<file path="config.mk">
export PLATFORM = sky130hd
export DESIGN_NAME = mat_tx_arbiter
export DESIGN_NICKNAME = d
export VERILOG_FILES = /design/src/rtl/mat_tx_arbiter.sv
export SDC_FILE = /design/constraint.sdc
export NUM_CORES = 1
export LEC_CHECK = 0
export CAP_MARGIN = 25
export CORE_MARGIN = 1
export CORE_UTILIZATION = 44
export CTS_BUF_LIST = sky130_fd_sc_hd__clkbuf_8
export DETAILED_ROUTE_END_ITERATION = 8
export GPL_TIMING_DRIVEN = 1
export PLACE_DENSITY_LB_ADDON = 0.3
export SLEW_MARGIN = 20
export SYNTH_ARGS = -nofsm -noshare
export SYNTH_HDL_FRONTEND = slang
export SYNTH_SLANG_ARGS = --single-unit
</file>
<file path="constraint.sdc">
create_clock -name clk -period 2 [get_ports clk]
set_input_delay 0.6 -clock clk [delete_from_list [all_inputs] [get_ports clk]]
set_output_delay 0.6 -clock clk [all_outputs]
set_load 0.1 [all_outputs]
</file>
<file path="src/rtl/mat_tx_arbiter.sv">
// mat_tx_arbiter: round-robin dump of two matrix memories through one UART transmitter.
// Define MAT_TX_TIMEOUT_EN to abort a byte (err pulse) when tx_busy never rises within TIMEOUT cycles.
module mat_tx_arbiter #(
  parameter int ROWS = 2,
  parameter int COLS = 2,
  parameter int DATA_W = 8,
  parameter int ADDR_W = 6,
  parameter int TIMEOUT = 4096
) (
  input  logic              clk,
  input  logic              rst,
  input  logic [1:0]        req,
  output logic [1:0]        mem_rd,
  output logic [ADDR_W-1:0] mem_addr,
  input  logic [DATA_W-1:0] mem_data0,
  input  logic [DATA_W-1:0] mem_data1,
  output logic              tx_start,
  output logic [DATA_W-1:0] tx_byte,
  input  logic              tx_busy,
  output logic [1:0]        grant,
  output logic              busy,
  output logic [1:0]        done,
  output logic              err
);
  localparam int N = ROWS * COLS;
  localparam int CW = N > 1 ? $clog2(N) : 1;
  typedef enum logic [2:0] {IDLE, READ, LOAD, SEND, WAIT_IDLE, DONE} state_t;
  state_t state, state_n;
  logic [1:0] r1, r2, rise, pending, pending_n, grant_n;
  logic last, last_n, tmo, term;
  logic [CW-1:0] cnt, cnt_n;
`ifdef MAT_TX_TIMEOUT_EN
  localparam int TW = $clog2(TIMEOUT + 1);
  logic [TW-1:0] tcnt;
  assign tmo = state == SEND && !tx_busy && tcnt == TW'(TIMEOUT - 1);
  always_ff @(posedge clk)
    if (rst) begin
      tcnt <= '0;
      err <= 1'b0;
    end else begin
      tcnt <= state == SEND ? tcnt + 1'b1 : '0;
      err <= tmo;
    end
`else
  assign tmo = 1'b0;
  assign err = 1'b0;
`endif
  assign rise = r1 & ~r2;
  assign term = cnt == CW'(N - 1);
  assign mem_rd = state == READ ? grant : 2'b00;
  assign mem_addr = state == READ ? ADDR_W'(cnt) : '0;
  assign tx_start = state == SEND;
  assign busy = state != IDLE;
  assign done = state == DONE ? grant : 2'b00;
  always_comb begin
    state_n = state;
    cnt_n = cnt;
    grant_n = grant;
    last_n = last;
    pending_n = pending;
    case (state)
      IDLE: if (|pending) begin
        grant_n = pending == 2'b11 ? (last ? 2'b01 : 2'b10) : pending;
        cnt_n = '0;
        state_n = READ;
      end
      READ: state_n = LOAD;
      LOAD: state_n = SEND;
      SEND: state_n = tx_busy ? WAIT_IDLE : tmo ? IDLE : SEND;
      WAIT_IDLE: if (!tx_busy) begin
        state_n = term ? DONE : READ;
        cnt_n = term ? cnt : cnt + 1'b1;
      end
      default: state_n = IDLE;
    endcase
    if (state == DONE || tmo) begin
      pending_n = pending & ~grant;
      last_n = grant[1];
      grant_n = 2'b00;
    end
    // a re-request from the owner is ignored, except on the DONE cycle where it re-queues
    pending_n = pending_n | (rise & (state == DONE ? 2'b11 : ~grant));
  end
  always_ff @(posedge clk)
    if (rst) begin
      state <= IDLE;
      r1 <= '0;
      r2 <= '0;
      pending <= '0;
      last <= 1'b1;
      cnt <= '0;
      grant <= '0;
      tx_byte <= '0;
    end else begin
      state <= state_n;
      r1 <= req;
      r2 <= r1;
      pending <= pending_n;
      last <= last_n;
      cnt <= cnt_n;
      grant <= grant_n;
      if (state == LOAD) tx_byte <= grant[1] ? mem_data1 : mem_data0;
    end
endmodule

</file>
==> metrics.txt <==
synth-to-layout area growth=60.05%; Die Area=0.002635 mm²; Ys Warns=0; Die Width=51.34 µm; flop2flop setup slack=0.51 ns; Reg clk slew, reported paths=0.07 ns; CP arrival=1.34 ns; gpl congestion=between 0.8 and 0.9; flops & latches, synth=22; Final setup violation count=0; Largest delay share family, worst path=simple AND/OR/NAND/NOR gates; CTS resizes=2; CP Class=reg2out; Vias=942; Mean Syn Cell Area=about 9.2 µm²; slowest CP cell=dfxtp_2; Die Span Y=51.34 µm; CP peak stage delay=0.39 ns; Clock power frac=21.6%; status=finished, final reports clean; initial antenna violation count=0; Worst-Skew Late Latency=between 0.2 and 0.3 ns; cells along the critical path=inv_1, and3_1, and2_2, buf_12; main flop type after synthesis=dfxtp_1; TritonCTS Buffers=3; Hold Crit Class=reg2reg; diode count=0; pin count of the biggest net entering global routing=17; critical path launch point type=register; Starting Density=47.50%; sequential fraction of the synthesis area=41.12%; Reg power frac=roughly 36%; post-detail-place hpwl=2029 µm; nets=180; Leakage=0.6769 nW; most numerous cell in the Yosys netlist=dfxtp_1; DRC=0; Int Pwr=888.7 µW; Area after DPL=around 0.0017 mm²; Finished Core Util=76.03%; most instantiated cells after synthesis=dfxtp_1 (22), nor2_1 (15), mux2i_1 (12); number of synthesized flops with an enable pin=0; max-slew violation count=0; Final Hold Violating Endpoints=0; share of layout cells above drive strength 1=about 27%; post-DR vias/cell=5.092; CTS tree=built; IO Pins=44; WP depth=4; post-synth top area cell=dfxtp_1; routed wire length=2544 µm; GRT Residual Overflow=0; min Tclk post-route=between 1.5 and 2 ns; Synth async-reset ratio=0%; Post-CTS Repair Setup Buffers=0; CP Launch Point=state[1]; PwrDens=858.3 mW/mm²; Synth cell types=34; Hold Buf Count CTS=0; 1st-pass router iterations=4; Gate Count Post-Synth=117; first-pass GRT wire length=between 4000 and 5000 µm; worst r2r src=state[1]; VDD IR max=0.0007250 V; vias in the first global route=930; # port buffers=38; CTS Root Buffer Type=clkbuf_8; Gate power share=42.2%; Reg-to-Reg End=grant[0]; R2R cell count=4; Yosys top cell area share=41.12%; DRT iter0 DRCs=6; Synth area leaders=dfxtp_1 (41%), mux2i_1 (11%), a211oi_1 (7.0%); Required @ worst endpoint=roughly 1.4 ns; Max FO, Critical Path=7; final period utilization=just under 100%; Net Sw Frac=about two fifths; Net Sw Power=582.5 µW; Setup Skew=0.003386 ns; Post-Syn Area=approximately 0.0011 mm²; Cell Rows=17; post-route ant nets=0; maxcap violations=0; post-route cell area=about 0.0017 mm²; unrepaired setup endpoints after global routing=false; Avg WL per Cell=approximately 14 µm; GRT Overall Usage=approximately 22%; H-tree depth reported by CTS=1; Bufs and invs on worst path=2; Worst Setup EP=mem_addr[1]; Crit. End Element=primary output; CORE AREA=roughly 0.0023 mm²; clk buf depth=2; clock sink total=22; Max Clk Rate=between 0.5 and 0.6 GHz
cells in the final DEF, fill, tap and decap left out, types with 5 or more instances in the layout:
master	instances
clkdlybuf4s50_1	20
buf_12	18
dfxtp_1	17
nor2_1	15
mux2i_1	12
a211oi_1	10
and2_2	6
nor2b_1	6
buf_4	6
conb_1	5
dfxtp_2	5
metal layers:
layer  GRT usage [%]  wire, µm  part of all wire (%)
met4           13.51       109                   4.3
met1           23.15      1031                    41
met2           39.47      1314                    52
met5               0         0                     0
met3           2.679        88                   3.5
cell type report:
| type | instances | area, µm² |
|---|---|---|
| clock buffers | 4 | 55.05 |
| fillers | 172 | 540.5 |
| well taps | 28 | 35.03 |
| flip-flops and latches | 22 | 446.7 |
| multi-input cells | 82 | 553.0 |
| inverters | 5 | 18.77 |
| repair buffers | 44 | 605.6 |
kinds of logic after synthesis:
| logic type | share of synthesized area (%) |
|---|---|
| adders and majority gates | 1.168 |
| other | 0.3501 |
| DFF | 41.12 |
| AOI/OAI and AO/OA | 14.37 |
| muxes | 11.22 |
| buffers and inverters | 9.346 |
| and+or+nand+nor | 22.43 |
worst min-delay path by stage:
stage / to / from / slack, ns / cells after the start
after global placement: r2[0] / r1[0] / 0.44 / 1
after global routing: r2[0] / r1[0] / 0.48 / 1
after CTS: r2[0] / r1[0] / 0.47 / 1
final: r2[0] / r1[0] / 0.47 / 1
after detailed placement: r2[1] / r1[1] / 0.46 / 1
after floorplan: r2[0] / r1[0] / 0.43 / 1
registers in the layout (all words and copies together) (netlist names):
| register | flops |
|---|---|
| tx_byte | 8 |
| pending | 2 |
| cnt | 2 |
| last | 1 |
| r2 | 2 |
| grant | 2 |
| r1 | 2 |
| state | 3 |
stage by stage:
stage | power (mW) | setup slack, ns | hold WS [ns] | TNS (ns) | cells
2_1_floorplan | 0.9457 | -0.1019 | 0.4297 | -0.1019 | 121
3_5_place_dp | 1.162 | 0.1436 | 0.4596 | 0 | 181
4_1_cts | 1.479 | 0.01027 | 0.4730 | 0 | 185
3_3_place_gp | 1.148 | 0.2460 | 0.4403 | 0 | 181
5_1_grt | 1.528 | 0.01040 | 0.4810 | 0 | 185
6_report | 1.471 | 0.06183 | 0.4690 | 0 | 185
power by group through the flow:
| stage | registers, mW | clock network, mW | logic [mW] |
|---|---|---|---|
| 6_report | 0.533 | 0.318 | 0.620 |
| 5_1_grt | 0.539 | 0.344 | 0.646 |
| 4_1_cts | 0.533 | 0.323 | 0.623 |
| 3_5_place_dp | 0.542 | 0 | 0.621 |
| 3_3_place_gp | 0.538 | 0 | 0.611 |
| 2_1_floorplan | 0.694 | 0 | 0.252 |
Power figures use the tool's default switching activity.
